`config.mk`:
```
export PLATFORM = sky130hd
export DESIGN_NAME = pic_init_sequencer
export DESIGN_NICKNAME = d
export VERILOG_FILES = /design/src/rtl/pic_init_sequencer.sv
export SDC_FILE = /design/constraint.sdc
export NUM_CORES = 1
export LEC_CHECK = 0
export ABC_CLOCK_PERIOD_IN_PS = 2100
export BUFFER_PORTS_ARGS = -buffer_cell sky130_fd_sc_hd__buf_2
export CORE_ASPECT_RATIO = 0.7
export CORE_MARGIN = 5
export CORE_UTILIZATION = 41
export CTS_CLUSTER_SIZE = 20
export DETAILED_ROUTE_END_ITERATION = 10
export PLACE_DENSITY = 0.7
export SYNTH_ARGS = -nofsm -noshare
export SYNTH_HDL_FRONTEND = slang
export SYNTH_SLANG_ARGS = --single-unit
```
`constraint.sdc`:
```
create_clock -name clk -period 2.1 [get_ports clk]
set_input_delay 0.42 -clock clk [delete_from_list [all_inputs] [get_ports clk]]
set_output_delay 0.42 -clock clk [all_outputs]
set_load 0.05 [all_outputs]
```
`src/rtl/pic_init_sequencer.sv`:
```
// pic_init_sequencer: decodes CPU command-word writes into the 8259-style
// ICW1..ICW4 initialization sequence and the OCW1..OCW3 operation commands,
// presenting registered configuration and one-cycle command pulses.
module pic_init_sequencer (
  input  logic       clk,
  input  logic       rst,
  input  logic       CS_n,
  input  logic       WR_n,
  input  logic       A0,
  input  logic [7:0] din,
  output logic [7:0] OCW1,
  output logic [4:0] VEC_ADD,
  output logic       read_mode,
  output logic [2:0] EOI_command,
  output logic [2:0] int_level,
  output logic       eoi_valid,
  output logic       poll_req,
  output logic       EOI_mode,
  output logic       ltim,
  output logic       single,
  output logic       special_mask,
  output logic       sfnm,
  output logic [7:0] cascade,
  output logic       init_done
);

  typedef enum logic [2:0] {
    IDLE,
    WAIT_ICW2,
    WAIT_ICW3,
    WAIT_ICW4,
    READY
  } state_t;

  typedef struct packed {
    logic [7:0] imr;
    logic [4:0] vec;
    logic       read_mode;
    logic [2:0] eoi_cmd;
    logic [2:0] level;
    logic       eoi_valid;
    logic       poll_req;
    logic       aeoi;
    logic       ltim;
    logic       single;
    logic       ic4;
    logic       smm;
    logic       sfnm;
    logic [7:0] cascade;
  } regs_t;

  localparam regs_t REGS_RESET = '{
    imr: 8'hFF, vec: '0, read_mode: 1'b0, eoi_cmd: '0, level: '0,
    eoi_valid: 1'b0, poll_req: 1'b0, aeoi: 1'b0, ltim: 1'b0,
    single: 1'b0, ic4: 1'b0, smm: 1'b0, sfnm: 1'b0, cascade: '0
  };

  state_t     state, state_next;
  regs_t      regs, regs_next;

  // Write history: the previous clock's view of the bus.
  logic       wr_q, cs_q, a0_q;
  logic [7:0] din_q;
  // Cleared by reset; set once WR_n has been seen high, so a write that was
  // already in progress when reset hit can never commit.
  logic       armed;
  logic       commit;

  assign commit = WR_n && !wr_q && !cs_q;

  // Bus sampling and state/register update; reset dominates everything.
  always_ff @(posedge clk) begin
    // NOTE: sequential state uses non-blocking assignments so every register
    // samples pre-edge values regardless of statement order.
    if (rst) begin
      wr_q  <= 1'b1;
      cs_q  <= 1'b1;
      a0_q  <= 1'b0;
      din_q <= '0;
      armed <= 1'b0;
      state <= IDLE;
      regs  <= REGS_RESET;
    end else begin
      wr_q  <= WR_n || !armed;
      cs_q  <= CS_n;
      a0_q  <= A0;
      din_q <= din;
      armed <= armed || WR_n;
      state <= state_next;
      regs  <= regs_next;
    end
  end

  // Command decode: next state and next register image for each commit.
  always_comb begin
    // NOTE: every signal gets a default first so no path leaves it unassigned,
    // which would otherwise infer a latch.
    state_next          = state;
    regs_next           = regs;
    regs_next.eoi_valid = 1'b0;
    regs_next.poll_req  = 1'b0;

    if (commit) begin
      if (!a0_q && din_q[4]) begin
        // ICW1 restarts initialization from any state.
        regs_next.ltim      = din_q[3];
        regs_next.single    = din_q[1];
        regs_next.ic4       = din_q[0];
        regs_next.imr       = 8'h00;
        regs_next.smm       = 1'b0;
        regs_next.read_mode = 1'b0;
        regs_next.aeoi      = 1'b0;
        regs_next.sfnm      = 1'b0;
        regs_next.cascade   = 8'h00;
        state_next          = WAIT_ICW2;
      end else begin
        unique case (state)
          WAIT_ICW2: if (a0_q) begin
            regs_next.vec = din_q[7:3];
            if (!regs.single)  state_next = WAIT_ICW3;
            else if (regs.ic4) state_next = WAIT_ICW4;
            else               state_next = READY;
          end
          WAIT_ICW3: if (a0_q) begin
            regs_next.cascade = din_q;
            state_next        = regs.ic4 ? WAIT_ICW4 : READY;
          end
          WAIT_ICW4: if (a0_q) begin
            regs_next.aeoi = din_q[1];
            regs_next.sfnm = din_q[4];
            state_next     = READY;
          end
          READY: begin
            if (a0_q) begin
              regs_next.imr = din_q;
            end else if (!din_q[3]) begin
              regs_next.eoi_cmd   = din_q[7:5];
              regs_next.level     = din_q[2:0];
              regs_next.eoi_valid = 1'b1;
            end else begin
              if (din_q[1]) regs_next.read_mode = din_q[0];
              if (din_q[6]) regs_next.smm       = din_q[5];
              if (din_q[2]) regs_next.poll_req  = 1'b1;
            end
          end
          default: ; // IDLE ignores everything but ICW1
        endcase
      end
    end
  end

  assign OCW1         = regs.imr;
  assign VEC_ADD      = regs.vec;
  assign read_mode    = regs.read_mode;
  assign EOI_command  = regs.eoi_cmd;
  assign int_level    = regs.level;
  assign eoi_valid    = regs.eoi_valid;
  assign poll_req     = regs.poll_req;
  assign EOI_mode     = regs.aeoi;
  assign ltim         = regs.ltim;
  assign single       = regs.single;
  assign special_mask = regs.smm;
  assign sfnm         = regs.sfnm;
  assign cascade      = regs.cascade;
  assign init_done    = (state == READY);

endmodule
```
==> summary by stage, run 1 <==
STA
The max-slew violation total from the final report is 0. Setup violations remaining at the end of the flow were counted as 0. For the pin with the worst max-slew slack, the measured transition is 0.6273 ns. The worst path needs 1.941 ns of the cycle, external delays included. The relative slew slack is 0.5790.

Static timing analysis puts the maximum clock frequency at 0.5152 GHz. The hold violation total from the final report is 0. In the finished design, the share of the clock period the worst path needs comes to 0.9242. Setup repair after global routing left no endpoint under its margin. After routing, the total negative slack on setup checks comes to 0 ns. Across the routed clock network, the largest skew measured is 0.01380 ns.

Synthesis
The number of flops mapped to enable cells by yosys is 0. The net count after synthesis is 248. By area the synthesized netlist is led by sky130_fd_sc_hd__dfxtp_1 (48%), sky130_fd_sc_hd__buf_4 (9.5%), sky130_fd_sc_hd__mux2i_1 (5.6%).

The synthesized design contains 51 register bits. The number of warning messages in the yosys log is 0. The most common flop cell mapped by yosys is sky130_fd_sc_hd__dfxtp_1. After synthesis the cells add up to 0.002145 sq mm. Of the synthesized area, sequential elements account for 0.4761. A synthesized cell averages 9.126 sq um. The async set or reset register ratio after synthesis is 0. Of the post-synthesis cell area, the dominant cell type holds 0.4761.

The cell count after synthesis came out at 235. The cell accounting for the most synthesized area is sky130_fd_sc_hd__dfxtp_1. Synthesis instantiated 36 different standard cells from the library.

Pwr
The clock share of power is 0.396. The static power due to leakage is 1.039 nW. The proportion of power drawn by combinational gates is 0.036. The internal power consumption is 1.366 mW. The share of total power dissipated in sequential elements is 0.568.

The switching portion of total power is 0.2247. The total power consumption of the routed design is 1.761 mW. The worst-case vdd ir drop is 0.3102 mV. The ratio of total power to cell area is 739.0 mW/mm^2. The switching power of the nets is 0.3959 mW.

Setup path
The number of buffers and inverters on the critical path is 1. The cell with the largest stage delay on the worst path is sky130_fd_sc_hd__dfxtp_1. Broken down by cell family, the worst path's largest delay share belongs to flip-flops. In this design, the stage delay of the slowest critical-path cell is 0.44 ns. The worst endpoint data arrival time is 1.52 ns.

The critical path goes through nor3b_4 -> buf_2. The critical path is of the register to output port type. Data on the critical path is required at its endpoint by 1.68 ns.

Along the worst path, the maximum fanout reaches 11. STA classifies the critical path endpoint as an output port. The sort of element at the start of the critical path is a register.

Placement
The final weighted congestion in routability-driven placement is 0.7679. The count of input and output buffers is 48. The estimated wirelength of the detail-placed design is 3348 um.

The total placed cells including tap cells is 320.

Floorplan
The area enclosed by the die boundary is 0.006800 sq mm. After floorplanning, the core was sized to cover 0.005147 sq mm. The initial core utilization is 0.4166. Pin placement for this block handled 49 I/O pins.

The horizontal die dimension is 96.44 um. The die span in y is 70.51 um. The number of rows created at floorplan is 22.

GRT
The global routing met3 resource utilization is 0.04629. The initial antenna violation count was 0. For this run, global-route usage on met1 was measured as 0.2116. Across every metal layer, demand over resource in global routing totals 0.1439. The first global-routing pass estimated 7527 um of wire.

The most crowded layer after global routing is met1. The via count of the first global-routing pass is 1514. The maximum number of pins on one net before global-route repair is 31. The met2 usage in global routing is 0.1934. The remaining global-route overflow is 0.

Final layout
The most common cell after layout, fill and taps aside is sky130_fd_sc_hd__dfxtp_1. Compared with the post-synthesis result, the final layout area differs by 11.14%. The total inserted antenna cells is 0. Fill cells in the final layout number 525. The proportion of layout cells with a drive suffix above 1 is 0.2656. The final cell count without fillers is 328. In the final design database the tool counted 268 nets. In the layout the commonest cells are sky130_fd_sc_hd__dfxtp_1 (51), sky130_fd_sc_hd__buf_2 (48), sky130_fd_sc_hd__nor2_1 (21), sky130_fd_sc_hd__a21oi_1 (18), sky130_fd_sc_hd__nand2_1 (17).

Min path
The kind of path behind the tightest hold check is primary input to register.

CTS
The CTS tree is built. CTS placed an instance of sky130_fd_sc_hd__clkbuf_8 at the clock tree root. The number of buffers added to fix hold violations after cts is 0. The clock buffer count from CTS is 5. No sink is reached through more buffers than the 2 on the longest clock path. The number of clock sinks is 51. The number of buffers added for setup after CTS is 0. Gates resized during post-CTS repair numbered 0. At the later pin of the worst-skew pair, clock insertion delay measures 0.31 ns.

The clock-pin transition on the worst setup and hold timing paths is 0.09 ns. The H-tree depth is 2.

Drt
The number of design rule violations left after detail routing is 0. The total vias in the final route is 1630. After detailed routing, the average wire length per cell comes to 14.41 um. Using the TritonRoute via totals, the vias-per-cell ratio works out to 4.970. The detailed-router iteration count before antenna repair is 4.

Wires add up to 4726 um. The antenna violation net count after detailed routing is 0. The count of routing violations after the opening detailed-route iteration is 103.

Run
The max-capacitance violation count is 0.

Status
The flow ran to the end, and the final reports show no timing, DRC or antenna violations.
-- layout make-up --
class / count / area (sq um) / area share
clock buffers: 5 / 68.82 / 0.02887
clock inverters: 3 / 46.29 / 0.01942
inverters: 2 / 7.507 / 0.003150
multi-input cells: 139 / 849.6 / 0.3564
flip-flops and latches: 51 / 1021 / 0.4283
well taps: 72 / 90.09 / 0.03780
repair buffers: 56 / 300.3 / 0.1260
-- worst paths after layout --
check	to	slack [ns]	start	cells after the start
worst max-delay path	init_done	0.16	state[0]	2
worst min-delay path	cs_q	0.30	CS_n	2
worst max register to register	cascade[5]	0.31	a0_q	4
worst min register to register	wr_q	0.40	armed	1
-- kinds of logic after synthesis --
group / share of synthesized area
compound gates: 0.1208
buf+inv: 0.1307
flops: 0.4761
mux: 0.05601
simple gates: 0.2165
-- registers in the layout, summed over array words and instances (netlist names), 3 cells and up --
name and count:
EOI_command 3, OCW1 8, VEC_ADD 5, cascade 8, din_q 8, int_level 3
state 3
-- cell usage after synthesis (3+ instances only) --
cell type and instances:
sky130_fd_sc_hd__nand4_1 9, sky130_fd_sc_hd__mux2i_1 12, sky130_fd_sc_hd__o21ai_0 6, sky130_fd_sc_hd__and3_1 3, sky130_fd_sc_hd__clkbuf_1 12, sky130_fd_sc_hd__buf_4 27, sky130_fd_sc_hd__a21oi_1 18, sky130_fd_sc_hd__a221o_1 7
sky130_fd_sc_hd__nor2_1 21, sky130_fd_sc_hd__nor2b_1 13, sky130_fd_sc_hd__nor3_1 3, sky130_fd_sc_hd__nand3_1 3, sky130_fd_sc_hd__nand2_1 17, sky130_fd_sc_hd__nand2b_1 5, sky130_fd_sc_hd__a31oi_1 3, sky130_fd_sc_hd__dfxtp_1 51
-- routing by layer --
| layer | vias to the layer above | part of all wire |
|---|---|---|
| met5 | - | 0 |
| met4 | 0 | 0.019 |
| met3 | 9 | 0.078 |
| met2 | 46 | 0.41 |
| met1 | 753 | 0.49 |
| li1 | 822 | - |
-- worst register-to-register path, delay by kind of cell (launching register included) --
family             cells  cell delay (ns)
DFF                    1             0.62
AOI/OAI and AO/OA      1             0.55
muxes                  1             0.25
and+or+nand+nor        2             0.24
-- power groups by stage --
stage          logic, mW  registers, mW  clock network [mW]
3_5_place_dp      0.0629           1.02                   0
5_1_grt           0.0705           1.00               0.754
2_1_floorplan     0.0466           1.01                   0
4_1_cts           0.0628           1.00               0.710
6_report          0.0629           1.00               0.697
3_3_place_gp      0.0623           1.02                   0
-- stage by stage --
step	worst slack [ns]	util	cell area [sq um]	hold slack, ns
floorplan	0.1915	-	2151	0.3579
global placement	0.2935	0.4407	2268	0.3682
detailed placement	0.2509	0.4407	2268	0.3724
CTS	0.1791	0.4631	2384	0.2854
global route	0.1151	0.4631	2384	0.3032
finish	0.1591	0.4631	2384	0.2950
(Power assumes the default switching activity.)
==> run 2: changes to the inputs <==
CORE_UTILIZATION = 25   (was 41)
PLACE_DENSITY = 0.5   (was 0.7)
==> run 2 against run 1 <==
Effect of this change: fmax is 1.7% higher; critical path depth stayed put; count of clock-buffer cells in the layout stayed put; global-route usage is 4.2 points lower; register-to-register slack better by 0.04 ns; wire length is 14% higher; sequential cell count stayed put; largest cell class unchanged; utilization is 17 points lower.
==> summary by stage, run 2 (synthesis gave the netlist of run 1 again) <==
GRT
The first-pass GRT wire length is 8355 um. The initial antenna violation count came to 0. The via count of the first global-routing pass came to 1511. Entering global routing, the biggest net connects 22 pins.

The remaining global-route overflow is 0. For this run, the total global-route usage over all layers was measured as 0.1023.

Pwr
Of the total power, the share spent switching nets is 0.2113. The total power consumption of the routed design is 1.990 mW. The switching power of the nets is 0.4205 mW.

The share of total power dissipated in sequential elements is 0.503. VDD sags by at most 0.3081 mV. Cell internal power was estimated by the tool at 1.570 mW. In this run the static leakage power is 1.068 nW. The share of total power dissipated in the clock network is 0.464. Power spread over the standard cell area amounts to 803.0 mW/mm^2.

The proportion of power drawn by combinational gates is 0.033.

Setup path
The reg-to-reg critical path endpoint is OCW1[6]. The critical path goes through nor3b_4 -> buf_2. Counting both buffers and inverters, the worst setup path holds a total of 1. The classification of the worst setup path is register to output port. The worst setup path is captured at an output port. The largest delay contributor family on the critical path is flip-flops. At the worst endpoint, the required time is 1.68 ns. The maximum fanout along the worst path is 11.

The sort of element at the start of the critical path is a register. The worst reg2reg path startpoint is state[0]. The cell with the largest stage delay on the worst path is sky130_fd_sc_hd__dfxtp_1. The number of cells on the worst reg-to-reg path is 4.

The setup slack of the worst register-to-register path is 0.35 ns. In this design, the stage delay of the slowest critical-path cell is 0.44 ns. STA puts the critical path data arrival time at 1.49 ns.

Drt
The detailed-router iteration count before antenna repair is 4. The number of design rule violations left after detail routing is 0. The met3 wirelength from detailed routing is 448 um. In the final routed layout, each cell accounts on average for 14.86 um. The highest metal layer with signal wires is met3.

After detailed routing, the wire length on met1 is 2902 um. The per-cell via count in the routed design is 4.546. The total met2 wirelength after detailed routing is 2015 um. The antenna violation net count after detailed routing is 0.

The sum of routed wire length over all layers is 5366 um. The total vias in the final route is 1641. The count of routing violations after the opening detailed-route iteration is 141.

STA
The post-route fraction of the period consumed by the critical path is 0.9090. The max-slew violation total from the final report was 0. The upper clock frequency limit is 0.5239 GHz. The post-layout minimum cycle time is 1.909 ns. Setup repair after global routing left no endpoint under its margin. The number of setup violations in the final report is 0. The relative slew slack is 0.5552.

Across the routed clock network, the largest skew measured is 0.007406 ns. The hold violation total from the final report is 0. The total negative setup slack is 0 ns. At the pin with the least slew margin, the transition time is 0.6628 ns.

Floorplan
The horizontal die dimension is 120.7 um. The die span in y is 87.49 um. For this configuration, the core starts out at a cell density of 0.2551.

For this design the top-level I/O count stands at 49. The region available for standard cell placement spans 0.008408 sq mm. The area enclosed by the die boundary is 0.01056 sq mm.

The number of rows created at floorplan is 28.

CTS
The number of instances resized during post-cts repair is 0. The number of buffers added for setup after CTS is 0. The H-tree depth is 2. The clock-pin transition on the worst setup and hold timing paths is 0.07 ns. The clock buffer count from CTS is 5. The tree is rooted in a sky130_fd_sc_hd__clkbuf_16. For this design, the sink count on the clock tree is 51. The clock latency on the worst-skew pair is 0.29 ns.

The CTS tree is built. The maximum clock insertion buffer count is 2. Buffers inserted to repair hold after CTS numbered 0.

Min path
The worst hold path belongs to the class primary input to register. The worst hold path begins at CS_n. The depth of the worst hold-timing path is 2. The worst-case hold path end point is cs_q.

Final layout
The area growth from synthesis to layout is 15.58%. The count of nets after finishing is 268. The proportion of layout cells with a drive suffix above 1 is 0.2656. Leaving out fill and tap cells, the most frequent cell in the layout is sky130_fd_sc_hd__dfxtp_1. 0 antenna diodes ended up in the layout. The finished layout holds 361 standard cells, fillers aside. The library cells used most frequently in the layout, excluding fill and tap cells, are sky130_fd_sc_hd__dfxtp_1 (51), sky130_fd_sc_hd__buf_2 (48), sky130_fd_sc_hd__nor2_1 (21), sky130_fd_sc_hd__a21oi_1 (18), sky130_fd_sc_hd__nand2_1 (17).

Placement
Detailed placement ended at an HPWL of 3943 um. Once placement completed, the tool counted placed cells totaling 353. In this run the tool buffered the top-level ports with 48 buffer cells. The final weighted congestion in routability-driven placement is 0.8002.

Run
The max-capacitance violation count is 0.

Status
The flow ran to the end, and the final reports show no timing, DRC or antenna violations.
==> run 2: metrics by stage <==
stage,utilization,hold slack (ns),cell area (sq um),setup WS (ns)
6_report,0.2948,0.3301,2479,0.1911
3_5_place_dp,0.2747,0.3699,2310,0.2749
4_1_cts,0.2948,0.3334,2479,0.2109
3_3_place_gp,0.2747,0.3646,2310,0.2962
2_1_floorplan,-,0.3579,2151,0.1915
5_1_grt,0.2948,0.3346,2479,0.1344
==> run 2: worst max path at each step <==
| stage | cells after the start | endpoint | start |
|---|---|---|---|
| floorplan | 4 | int_level[0] | state[1] |
| global placement | 5 | VEC_ADD[1] | WR_n |
| detailed placement | 5 | VEC_ADD[0] | WR_n |
| CTS | 2 | init_done | state[0] |
| global route | 2 | init_done | state[0] |
| finish | 2 | init_done | state[0] |
==> run 2: cell type report <==
class / count / area, sq um
clock inverter: 3 / 43.79
clock buffer: 5 / 125.1
fill: 895 / 5929
sequential: 51 / 1021
multi-input combinational: 139 / 849.6
timing repair buffer: 56 / 300.3
inverter: 2 / 7.507
tap: 105 / 131.4
==> run 2: metal layers <==
layer  vias to the layer above  global-route usage
li1                        823                   -
met5                         -                   0
met1                       759              0.1619
met3                         0             0.03701
met4                         0             0.01749
met2                        59              0.1287
==> run 2: power groups by stage <==
| stage | clock network [mW] | registers [mW] | logic [mW] |
|---|---|---|---|
| floorplan | 0 | 1.01 | 0.0466 |
| CTS | 0.938 | 1.00 | 0.0670 |
| detailed placement | 0 | 1.02 | 0.0663 |
| global placement | 0 | 1.02 | 0.0666 |
| global route | 0.988 | 1.00 | 0.0740 |
| finish | 0.923 | 1.00 | 0.0663 |
